===== config.mk =====
export PLATFORM = sky130hd
export DESIGN_NAME = ps2_cursor_ctrl
export DESIGN_NICKNAME = d
export VERILOG_FILES = /design/src/rtl/ps2_cursor_ctrl.sv
export SDC_FILE = /design/constraint.sdc
export NUM_CORES = 1
export LEC_CHECK = 0
export ABC_AREA = 1
export BUFFER_PORTS_ARGS = -buffer_cell sky130_fd_sc_hd__buf_2
export CORE_MARGIN = 3
export CORE_UTILIZATION = 40
export DETAILED_ROUTE_END_ITERATION = 8
export SLEW_MARGIN = 20
export SYNTH_ARGS = -nofsm -noshare
export SYNTH_HDL_FRONTEND = slang
export SYNTH_SLANG_ARGS = --single-unit
export TNS_END_PERCENT = 20

===== constraint.sdc =====
create_clock -name clk50 -period 5.75 [get_ports clk50]
set_input_delay 1.15 -clock clk50 [delete_from_list [all_inputs] [get_ports clk50]]
set_output_delay 1.15 -clock clk50 [all_outputs]
set_load 0.02 [all_outputs]

===== src/rtl/ps2_cursor_ctrl.sv =====
// PS/2 keyboard driven board cursor with select / confirm / cancel handshake.
// Arrow keys move the cursor; ENTER selects a source square and later confirms a move.
module ps2_cursor_ctrl #(
    parameter int          X_W     = 3,
    parameter int          Y_W     = 3,
    parameter int          WRAP    = 0,
    parameter int          RST_X   = 0,
    parameter int          RST_Y   = 1,
    parameter logic [7:0]  K_UP    = 8'h1D,
    parameter logic [7:0]  K_DOWN  = 8'h1B,
    parameter logic [7:0]  K_LEFT  = 8'h1C,
    parameter logic [7:0]  K_RIGHT = 8'h23,
    parameter logic [7:0]  K_ENTER = 8'h5A,
    parameter logic [7:0]  K_ESC   = 8'h76
) (
    input  logic                 clk50,
    input  logic                 RST,
    input  logic                 scan_ready,
    input  logic [7:0]           scan_code1,
    input  logic [7:0]           scan_code2,
    input  logic                 piece_under,
    input  logic                 upd_done,
    output logic [X_W-1:0]       x_cursor,
    output logic [Y_W-1:0]       y_cursor,
    output logic [X_W+Y_W-1:0]   cursor,
    output logic                 sel_valid,
    output logic [X_W+Y_W-1:0]   sel_loc,
    output logic                 confirm,
    output logic                 cancel,
    output logic                 busy
);

    localparam int              LOC_W = X_W + Y_W;
    localparam logic [X_W-1:0]  X_MAX = '1;
    localparam logic [Y_W-1:0]  Y_MAX = '1;
    localparam logic [X_W-1:0]  X_ONE = X_W'(1);
    localparam logic [Y_W-1:0]  Y_ONE = Y_W'(1);
    localparam logic [X_W-1:0]  X_RST = X_W'(RST_X);
    localparam logic [Y_W-1:0]  Y_RST = Y_W'(RST_Y);
    localparam logic [7:0]      SC_EXT   = 8'hE0;
    localparam logic [7:0]      SC_BREAK = 8'hF0;

    typedef enum logic [1:0] {
        S_IDLE,
        S_SELECTED,
        S_COMMIT
    } state_e;

    typedef enum logic [2:0] {
        KEY_NONE,
        KEY_UP,
        KEY_DOWN,
        KEY_LEFT,
        KEY_RIGHT,
        KEY_ENTER,
        KEY_ESC
    } key_e;

    state_e            state_q, state_d;
    logic              scan_ready_q, scan_ready_d;
    logic              armed_q, armed_d;
    logic [X_W-1:0]    x_q, x_d;
    logic [Y_W-1:0]    y_q, y_d;
    logic              sel_valid_q, sel_valid_d;
    logic [LOC_W-1:0]  sel_loc_q, sel_loc_d;
    logic              confirm_q, confirm_d;
    logic              cancel_q, cancel_d;

    logic              key_evt;
    logic              make_ok;
    logic [7:0]        make_code;
    key_e              key;
    logic [LOC_W-1:0]  cur_loc;

    assign cur_loc = {y_q, x_q};

    // armed_q only rises once scan_ready has been seen low after reset, so a
    // level still held high across reset release never counts as a key event.
    assign scan_ready_d = scan_ready;
    assign armed_d      = armed_q | ~scan_ready;
    assign key_evt      = scan_ready & ~scan_ready_q & armed_q;

    // NOTE: every signal written in an always_comb gets a default first, so no latch is inferred.
    always_comb begin
        make_ok   = 1'b0;
        make_code = scan_code1;
        key       = KEY_NONE;
        if (scan_code1 == SC_BREAK || scan_code2 == SC_BREAK) begin
            make_ok = 1'b0;
        end else if (scan_code1 == SC_EXT) begin
            make_code = scan_code2;
            make_ok   = 1'b1;
        end else begin
            make_ok   = 1'b1;
        end
        // Unknown extended codes fall through the priority chain as KEY_NONE.
        if (key_evt && make_ok) begin
            if      (make_code == K_UP)    key = KEY_UP;
            else if (make_code == K_DOWN)  key = KEY_DOWN;
            else if (make_code == K_LEFT)  key = KEY_LEFT;
            else if (make_code == K_RIGHT) key = KEY_RIGHT;
            else if (make_code == K_ENTER) key = KEY_ENTER;
            else if (make_code == K_ESC)   key = KEY_ESC;
        end
    end

    always_comb begin
        x_d = x_q;
        y_d = y_q;
        if (state_q != S_COMMIT) begin
            // Natural modular arithmetic supplies the wrap; saturation blocks the edge step.
            unique case (key)
                KEY_UP:    if (WRAP != 0 || y_q != Y_MAX) y_d = y_q + Y_ONE;
                KEY_DOWN:  if (WRAP != 0 || y_q != '0)    y_d = y_q - Y_ONE;
                KEY_RIGHT: if (WRAP != 0 || x_q != X_MAX) x_d = x_q + X_ONE;
                KEY_LEFT:  if (WRAP != 0 || x_q != '0)    x_d = x_q - X_ONE;
                default:   ;
            endcase
        end
    end

    always_comb begin
        state_d     = state_q;
        sel_valid_d = sel_valid_q;
        sel_loc_d   = sel_loc_q;
        confirm_d   = 1'b0;
        cancel_d    = 1'b0;
        unique case (state_q)
            S_IDLE: begin
                if (key == KEY_ENTER && piece_under) begin
                    sel_loc_d   = cur_loc;
                    sel_valid_d = 1'b1;
                    state_d     = S_SELECTED;
                end
            end
            S_SELECTED: begin
                if (key == KEY_ENTER) begin
                    if (cur_loc == sel_loc_q) begin
                        sel_valid_d = 1'b0;
                        state_d     = S_IDLE;
                    end else begin
                        confirm_d = 1'b1;
                        state_d   = S_COMMIT;
                    end
                end else if (key == KEY_ESC) begin
                    cancel_d    = 1'b1;
                    sel_valid_d = 1'b0;
                    state_d     = S_IDLE;
                end
            end
            S_COMMIT: begin
                if (upd_done) begin
                    sel_valid_d = 1'b0;
                    state_d     = S_IDLE;
                end
            end
            default: state_d = S_IDLE;
        endcase
    end

    // NOTE: sequential state uses non-blocking assignments so every flop samples pre-edge values.
    always_ff @(posedge clk50 or negedge RST) begin
        if (!RST) begin
            state_q      <= S_IDLE;
            scan_ready_q <= 1'b0;
            armed_q      <= 1'b0;
            x_q          <= X_RST;
            y_q          <= Y_RST;
            sel_valid_q  <= 1'b0;
            sel_loc_q    <= '0;
            confirm_q    <= 1'b0;
            cancel_q     <= 1'b0;
        end else begin
            state_q      <= state_d;
            scan_ready_q <= scan_ready_d;
            armed_q      <= armed_d;
            x_q          <= x_d;
            y_q          <= y_d;
            sel_valid_q  <= sel_valid_d;
            sel_loc_q    <= sel_loc_d;
            confirm_q    <= confirm_d;
            cancel_q     <= cancel_d;
        end
    end

    assign x_cursor  = x_q;
    assign y_cursor  = y_q;
    assign cursor    = cur_loc;
    assign sel_valid = sel_valid_q;
    assign sel_loc   = sel_loc_q;
    assign confirm   = confirm_q;
    assign cancel    = cancel_q;
    assign busy      = (state_q == S_COMMIT);

endmodule


* Yosys cells after proc, flatten, opt, wreduce, memory -nomap -nowiden
Cells that the tools add are included.
** Word-level totals
- Flip-flop bits (word level) :: 19
- Input port bits :: 21
- Output and inout port bits :: 22
- Logic and storage cells :: 95
** Cells by class
- $add $sub $neg :: 4
- Equal/unequal tests :: 29
- Mux-type cells :: 34
- Bitwise logic cells :: 5
- Reduce and logical (&&, ||, !) cells :: 14
** Operator list (number)
- $mux 3 :: 11
- $eq 8x5->1 const B :: 3
- $eq 8x8->1 const B :: 3
- $eq 8x7->1 const B :: 2
- $mux 8 :: 2
- $ne 2x2->1 const B :: 7
- $mux 1 :: 12
- $ne 3x3->1 const B :: 4
- $pmux 3 s2 :: 2
- $mux 2 :: 5
- $eq 3x3->1 const B :: 3
- $reduce_bool 3->1 :: 3
- $eq 8x6->1 const B :: 1
- $reduce_and 4->1 :: 2
- $add 3x1->3 const B :: 2
- $eq 3x2->1 const B :: 2
- $eq 6x6->1 :: 1
- $pmux 2 s3 :: 1
- $sub 3x1->3 const B :: 2
- $reduce_and 5->1 :: 1
- $reduce_bool 2->1 :: 2
- $eq 3x1->1 const B :: 1
- $pmux 1 s3 :: 1
- $reduce_and 3->1 :: 1
- other kinds (9) :: 12

* Depth between registers and ports, before layout
Gate-level depths: netlist of run 1.
- Depth in word-level cells :: 15
- Depth in mapped cells :: 20
- Depth with buffers taken out :: 20

* Worst setup path before layout of run 1
Ideal clock, no wire load.
- Kind :: input to register
- From :: input port scan_code1[3]
- To :: register x_q[2] (netlist: x_cursor[2])
- Library setup time :: 0.117 ns
- Arrival :: 3.226 ns
- Data required time :: 5.633 ns
- Path slack :: 2.408 ns
- Stages :: 16
- Path buffers :: 0
- Path through :: inv_2 -> nand2_1 -> nor2_8 -> nand3_2 -> o21bai_4 -> nand2_2 -> nor2_1 -> nand3_1 -> nand2_1 -> nand2_2 -> nor2_1 -> nand2_1 -> fa_1 -> xnor3_1 -> nand2_1 -> nand2_1
** On the way
- Word-level cells in the longest chain between the ends :: 14
- Elaborated cells between the ends (all ways) :: 27
- Those cells by class :: eq/ne (12); mux (11); reduce/logical (4)
** RTL lines
- start: declaration :: RTL line 19 : input logic [7:0] scan_code1,
- $eq 8x8->1 (on tied branches) :: RTL line 90, 88
- $mux 8 or $logic_or 1x1->1 (tied branches) :: RTL line 90, 88
- $mux 8 :: RTL line 88 : if (scan_code1 == SC_BREAK || scan_code2 == SC_BREAK) begin
- $eq 8x7->1 :: RTL line 103 : else if (make_code == K_ESC) key = KEY_ESC;
- $mux 3 :: RTL line 103
- $mux 3 :: RTL line 102 : else if (make_code == K_ENTER) key = KEY_ENTER;
- $mux 3 :: RTL line 101 : else if (make_code == K_RIGHT) key = KEY_RIGHT;
- $mux 3 :: RTL line 100 : else if (make_code == K_LEFT) key = KEY_LEFT;
- $mux 3 :: RTL line 99 : else if (make_code == K_DOWN) key = KEY_DOWN;
- $mux 3 :: RTL line 98 : if (make_code == K_UP) key = KEY_UP;
- $mux 3 * :: RTL line 97 : if (key_evt && make_ok) begin
- $eq 3x2->1 or $eq 3x3->1 (tied branches) :: RTL line 112 : unique case (key)
- $ne 2x2->1 (no line) or $reduce_bool 2->1 (tied branches)
- $reduce_and 4->1 (no line)
- end signal: assignment :: RTL line 167 : x_q <= X_RST;
- end signal: assignment :: RTL line 177 : x_q <= x_d;
- end: declaration :: RTL line 62 : logic [X_W-1:0] x_q, x_d;
Every way passes the cells marked *; elsewhere a longest branch is shown, timed or not.
A chain may end at the register's enable or synchronous reset.

* Final worst setup path of run 1
Ends and elaborated chain as after synthesis.

==> results.md, run 1 <==
- Status: completed
- Clock root buffer: clkbuf_8
- Critical Path End Type: flip-flop
- Syn. warnings: 0
- Largest net degree at the start of global routing: 20
- Slowest-stage cell, CP: fa_1
- Reg clk slew, reported paths: 0.07 ns
- CTS tree: done
- GPL Wtd Cong: 0.784
- HP Class: reg -> reg
- First-pass GRT wire length: 6540 um
- Netlist cell types: 30
- Initial Util: 42.4%
- # IOs: 43
- Min cycle time layout: 3.39 ns
- Largest family of logic cells by synthesized area: simple AND/OR/NAND/NOR gates
- Drt wl/cell: 10.5 um
- Synth-to-Final Area Change: 14.0%
- Detailed Routing Iterations Pass 1: 4
- Simple-gate area share of the yosys netlist: 48.8%
- Total track usage: 14.7%
- Hold buffer count at cts: 0
- PD cells: 199 nW/um^2
- Synth Area in Adders: 4.78%
- Clock power frac: 21.6%
- Via count: 1,667
- Crit Path Max Fanout: 10
- Slew headroom: 70.3%
- RSZ-0062 raised after global routing: no
- Antenna cells: 0
- Max_cap viols: 0
- Crit path top cell by count: nand2_1
- Die Area: 5570 um^2
- Top cell type's share of synthesized area: 23.9%
- Design Power: 0.000429 W
- Fillers: 445
- Row Count: 24
- Final period util: 58.9%
- WHS Endpoint: armed_q
- Number of port buffers: 42
- Hold Crit Start: armed_q
- WS Path Type: in -> reg
- Internal power: 0.000260 W
- Iter 0 DRT Violations: 60
- Met2 usage: 23.3%
- Most common cell after layout, fill and taps aside: nand2_1
- Met3 GRT Util: 2.00%
- Grt met1 use: 21.6%
- Cells after synthesis: 265
- Achievable frequency: 0.295 GHz
- Fraction of layout cells with a size suffix above 1: 33.2%
- Hold Crit Depth: 2
- Most frequent cells in the layout: 57 x nand2_1, 42 x buf_2, 36 x nor2_1, 36 x inv_1, 20 x nand3_1
- Grt ovf: 0
- Most used flip-flop cell after synthesis: dfrtp_1
- Initial antenna violation count: 0
- Layer with the highest usage: met2
- Synth area leader: dfrtp_1
- Worst reg2reg startpoint: scan_ready_q
- CTS sink count: 19
- Die Height: 74.7 um
- Post-synthesis mux area share: 0%
- Vias per inst: 4.68
- CTS resizes: 0
- Synth async-reset ratio: 100%
- Synth Area in XOR/XNOR: 2.12%
- Critical Path AT: 3.53 ns
- Reg power frac: 38.5%
- Worst stage delay on the critical path: 0.38 ns
- Pins Over Slew Limit: 0
- Nets: 332
- # Post-CTS Setup Buffers: 0
- Number of synthesized flops with an enable pin: 0
- DR DRC count: 0
- Syn Nets: 292
- Startpoint types: input port
- Avg Cell Area, Syn: 7.12 um^2
- Tightest Pin Transition: 0.445 ns
- Vias in the first global route: 1,486
- Net switching power: 0.000169 W
- Synth Register Bits: 19
- Total CTS buffers: 3
- Lkg Pwr: 1.15 nW
- Sw Ratio: 39.4%
- Final Hold Fails: 0
- CORE AREA: 4440 um^2
- Synth top area cells: dfrtp_1 24%, nand2_1 11%, inv_1 7.2%
- Reg-to-reg slack, setup: 3.33 ns
- DRT Wirelength: 3730 um
- Clock tree buffer depth: 2
- H-tree Lvls: 1
- Register area share after synthesis: 25.3%
- Setup TNS: 0 ns
- Crit-path leading delay family: simple AND/OR/NAND/NOR gates
- Worst Path Required: 5.89 ns
- Mapped Area: 1890 um^2
- Reg2reg path depth: 10
- Clk_lat worst skew: 0.25 ns
- Worst-path cell chain: buf_2, inv_2, nand2_1, nor2_8, nand3_2, o21bai_4, nand2_2, nor2_1, nand3_1, nand2_1, nand2_2, nor2_1, nand2_1, fa_1, xnor3_1, nand2_1, nand2_1
- Die width: 74.7 um
- DP HPWL: 3120 um
- Comb power frac: 39.9%
- Crit Reg-Reg Endpoint: x_cursor[2]
- CP bufs+invs: 2
- Synth Area in Compound Gates: 6.90%
- Worst VDD drop: 0.0000911 V
- Clk_skew: 0.00893 ns
- Post-DRT Antenna Nets: 0
- # setup viols final: 0
[routing by layer]
layer | part of all wire (%) | routed length [um] | up-vias
li1 | - | - | 903
met1 | 51 | 1890 | 737
met2 | 46 | 1730 | 25
met3 | 2.8 | 104 | 2
met4 | 0.40 | 15 | 0
met5 | 0 | 0 | -
[layout make-up]
class                   instances  area, um^2  area share, %
clock buffers                   4        45.0           2.10
inverters                      46         173           8.03
multi-input cells             193        1180           54.9
flip-flops and latches         19         477           22.2
well taps                      52        65.1           3.03
repair buffers                 42         210           9.78
[power groups by stage]
stage                     Combinational, W   Clock, W  Sequential, W
after floorplan                   0.000125          0       0.000178
after global placement            0.000174          0       0.000167
after detailed placement          0.000174          0       0.000168
after CTS                         0.000174  0.0000962       0.000165
after global routing              0.000200   0.000102       0.000167
final                             0.000171  0.0000926       0.000165
[worst reg2reg max path, stage by stage (launching register included)]
cell and delay, ns:
dfrtp_1 0.36, nor3b_1 0.26, nand3_1 0.25, inv_1 0.25, nand2_1 0.12, nor2_4 0.15
nand2_1 0.09, fa_1 0.38, xnor3_1 0.34, nand2_1 0.07, nand2_1 0.04
[worst max path at each step]
stage	end	startpoint	slack, ns	depth (start not counted)
2_1_floorplan	x_cursor[2]	scan_code1[3]	2.41	16
3_3_place_gp	x_cursor[2]	scan_code1[3]	2.13	17
3_5_place_dp	x_cursor[2]	scan_code1[3]	2.09	17
4_1_cts	x_cursor[2]	scan_code1[3]	2.36	17
5_1_grt	x_cursor[2]	scan_code1[3]	2.07	17
6_report	x_cursor[2]	scan_code1[3]	2.36	17
[synthesized netlist by cell type, drive strengths merged (2+ instances only)]
| master | n |
|---|---|
| nand3 | 30 |
| nand2 | 71 |
| dfrtp | 18 |
| inv | 41 |
| nor3 | 3 |
| ha | 4 |
| nand3b | 2 |
| xor2 | 2 |
| nand4 | 7 |
| o21ai | 14 |
| nor2 | 52 |
| nor4 | 3 |
| clkinv | 5 |
| fa | 2 |
| buf | 7 |
[stage by stage]
| step | hold slack (ns) | setup slack, ns | utilization (%) | instance area [um^2] | std cells |
|---|---|---|---|---|---|
| 6_report | 0.454 | 2.36 | 48.4 | 2150 | 356 |
| 5_1_grt | 0.473 | 2.07 | 48.4 | 2150 | 356 |
| 4_1_cts | 0.460 | 2.36 | 48.4 | 2150 | 356 |
| 3_5_place_dp | 0.442 | 2.09 | 47.4 | 2100 | 352 |
| 3_3_place_gp | 0.429 | 2.13 | 47.4 | 2100 | 352 |
| 2_1_floorplan | 0.414 | 2.41 | - | 1890 | 265 |
[flip-flops by register name (all words and copies together) (netlist names), 2 cells and up]
| name | cells |
|---|---|
| x_cursor | 3 |
| state_q | 2 |
| sel_loc | 6 |
| y_cursor | 3 |
[cell families after synthesis]
kind of cell	count (synthesis)
buffers and inverters	53
AOI/OAI and AO/OA	15
DFF	19
xor gates and xnor gates	3
adders and majority gates	6
and+or+nand+nor	169
Power figures use the tool's default switching activity.
==> inputs of run 2 (changes only) <==
clock period = 3.3 ns   (was 5.75 ns; I/O delays follow)
==> run 2 against run 1 <==
First-iteration DRC count is 53% higher. Global-route usage is 0.46 points lower. Final cell count is 0.28% higher. Design area is 0.35% higher. Setup slack worse by 1.9 ns. Sequential share of layout area is 0.077 points lower. Register-to-register slack worse by 2.5 ns. Utilization is 0.17 points higher. Power is 75% higher. Non-clock buffer count is 1 higher. Die area stayed put. Clock power is 76% higher. Critical path type unchanged. Largest power group unchanged.
==> results.md, run 2 (synthesis gave the netlist of run 1 again) <==
- Status: completed (unchanged)
- # setup viols final: 0 (unchanged)
- # Post-CTS Setup Buffers: 0 (unchanged)
- Number of port buffers: 42 (unchanged)
- Nets: 333 (was 332)
- Total CTS buffers: 3 (unchanged)
- Startpoint types: input port (unchanged)
- Antenna cells: 0 (unchanged)
- CORE AREA: 4440 um^2 (unchanged)
- Iter 0 DRT Violations: 92 (was 60)
- Dpl cell area: 2110 um^2 (was 2100 um^2)
- Sw Ratio: 39.6% (was 39.4%)
- DR DRC count: 0 (unchanged)
- Max_cap viols: 0 (unchanged)
- Crit path top cell by count: nand2_1 (unchanged)
- First-pass GRT wire length: 6250 um (was 6540 um)
- Reg power frac: 38.3% (was 38.5%)
- Most common cell after layout, fill and taps aside: nand2_1 (unchanged)
- Net switching power: 0.000298 W (was 0.000169 W)
- CP bufs+invs: 2 (unchanged)
- Grt ovf: 0 (unchanged)
- Achievable frequency: 0.347 GHz
- Setup TNS: 0 ns (unchanged)
- DRT Wirelength: 3730 um (about the same)
- DP HPWL: 3160 um (was 3120 um)
- Critical path depth: 17 (unchanged)
- Slowest-stage cell, CP: fa_1 (unchanged)
- # IOs: 43 (unchanged)
- Die Height: 74.7 um (unchanged)
- Crit path launch: scan_code1[3] (unchanged)
- Worst stage delay on the critical path: 0.39 ns (was 0.38 ns)
- GPL Wtd Cong: 0.789 (was 0.784)
- RSZ-0062 raised after global routing: no (unchanged)
- Die Area: 5570 um^2 (unchanged)
- Die width: 74.7 um (unchanged)
- Clk_lat worst skew: 0.26 ns (was 0.25 ns)
- Pins Over Slew Limit: 0 (unchanged)
- Worst VDD drop: 0.000147 V (was 0.0000911 V)
- Critical Path End Type: flip-flop (unchanged)
- Worst Path Required: 3.45 ns (was 5.89 ns)
- PD cells: 348 nW/um^2 (was 199 nW/um^2)
- Reg clk slew, reported paths: 0.08 ns (was 0.07 ns)
- Clock tree buffer depth: 2 (unchanged)
- H-tree Lvls: 1 (unchanged)
- Total track usage: 14.2% (was 14.7%)
- Crit-path leading delay family: simple AND/OR/NAND/NOR gates (unchanged)
- Max reg flops: 6 (unchanged)
- Row Count: 24 (unchanged)
- Min cycle time layout: 2.88 ns
- Vias in the first global route: 1,442 (was 1,486)
- Final period util: 87.4%
- Worst-path cell chain: buf_2, inv_2, nand2_1, nor2_8, nand3_2, o21bai_4, nand2_2, nor2_1, nand3_1, nand2_1, nand2_2, nor2_1, nand2_1, fa_1, xnor3_1, nand2_1, nand2_1 (unchanged)
- Tightest Pin Transition: 0.433 ns (was 0.445 ns)
- WS Path Type: in -> reg (unchanged)
- Synth-to-Final Area Change: 14.4% (was 14.0%)
- HP Class: in -> async (was reg -> reg)
- CTS tree: done (unchanged)
- Comb power frac: 40.0% (was 39.9%)
- Post-DRT Antenna Nets: 0 (unchanged)
- Initial antenna violation count: 0 (unchanged)
- Reg2reg path depth: 10 (unchanged)
- Clk_skew: 0.00759 ns (was 0.00893 ns)
- CTS sink count: 19 (unchanged)
- Clock power frac: 21.6% (about the same)
- Via count: 1,664 (was 1,667)
- Largest net degree at the start of global routing: 20 (unchanged)
- Hold buffer count at cts: 0 (unchanged)
- Most frequent cells in the layout: 57 x nand2_1, 42 x buf_2, 36 x nor2_1, 36 x inv_1, 20 x nand3_1 (unchanged)
- Initial Util: 42.4% (unchanged)
- Crit Reg-Reg Endpoint: x_cursor[2] (unchanged)
- Clock root buffer: clkbuf_8 (unchanged)
- Sequential cell area: 477 um^2 (unchanged)
- Vias per inst: 4.66 (was 4.68)
- Crit Path Max Fanout: 10 (unchanged)
- Design Power: 0.000751 W (was 0.000429 W)
- Final instance area: 2160 um^2 (was 2150 um^2)
- Final Hold Fails: 0 (unchanged)
- Reg-to-reg slack, setup: 0.86 ns (was 3.33 ns)
- Worst reg2reg startpoint: scan_ready_q (unchanged)
- Worst Setup EP: x_cursor[2] (unchanged)
- Fraction of layout cells with a size suffix above 1: 33.4% (was 33.2%)
- Critical Path AT: 3.03 ns (was 3.53 ns)
- Lkg Pwr: 1.15 nW (about the same)
- Slew headroom: 71.1% (was 70.3%)
- Detailed Routing Iterations Pass 1: 4 (unchanged)
- Drt wl/cell: 10.4 um (was 10.5 um)
- Internal power: 0.000453 W (was 0.000260 W)
- Fillers: 470 (was 445)
- Multi-input gate area: 1180 um^2 (unchanged)
- CTS resizes: 0 (unchanged)
run 2: cell types whose count changed in the layout (fill, tap and decap cells not counted), sizes merged:
cell,change
buf,+1
run 2: final cells by class:
class | count | share of cell area (%)
clock buffers | 4 | 2.09
inverters | 46 | 8.00
multi-input cells | 193 | 54.7
flip-flops and latches | 19 | 22.1
well taps | 52 | 3.02
repair buffers | 43 | 10.1
run 2: power by group through the flow:
| stage | clock network [W] | registers, W | logic [W] |
|---|---|---|---|
| 6_report | 0.000163 | 0.000288 | 0.000301 |
| 4_1_cts | 0.000169 | 0.000288 | 0.000304 |
| 3_3_place_gp | 0 | 0.000292 | 0.000303 |
| 5_1_grt | 0.000179 | 0.000291 | 0.000344 |
| 2_1_floorplan | 0 | 0.000309 | 0.000218 |
| 3_5_place_dp | 0 | 0.000292 | 0.000303 |
run 2: worst min-delay path by stage:
stage	endpoint	slack (ns)	cells after the start
CTS	sel_loc[3]	0.35	1
global placement	armed_q	0.43	2
global route	sel_loc[4]	0.37	1
finish	sel_loc[4]	0.34	1
floorplan	armed_q	0.36	0
detailed placement	armed_q	0.44	2
run 2: metal layers:
metal	vias up	wire, um	track usage, %
li1	902	-	-
met4	0	24	3.56
met3	2	72	1.60
met1	737	1890	20.3
met5	-	0	0
met2	23	1740	22.9
run 2: through the flow:
step / hold slack, ns / cells / setup slack (ns) / util [%]
global route: 0.372 / 357 / 0.154 / 48.5
CTS: 0.354 / 357 / 0.407 / 48.5
detailed placement: 0.440 / 353 / 0.135 / 47.5
finish: 0.338 / 357 / 0.416 / 48.5
global placement: 0.429 / 353 / 0.170 / 47.5
floorplan: 0.364 / 265 / 0.448 / -
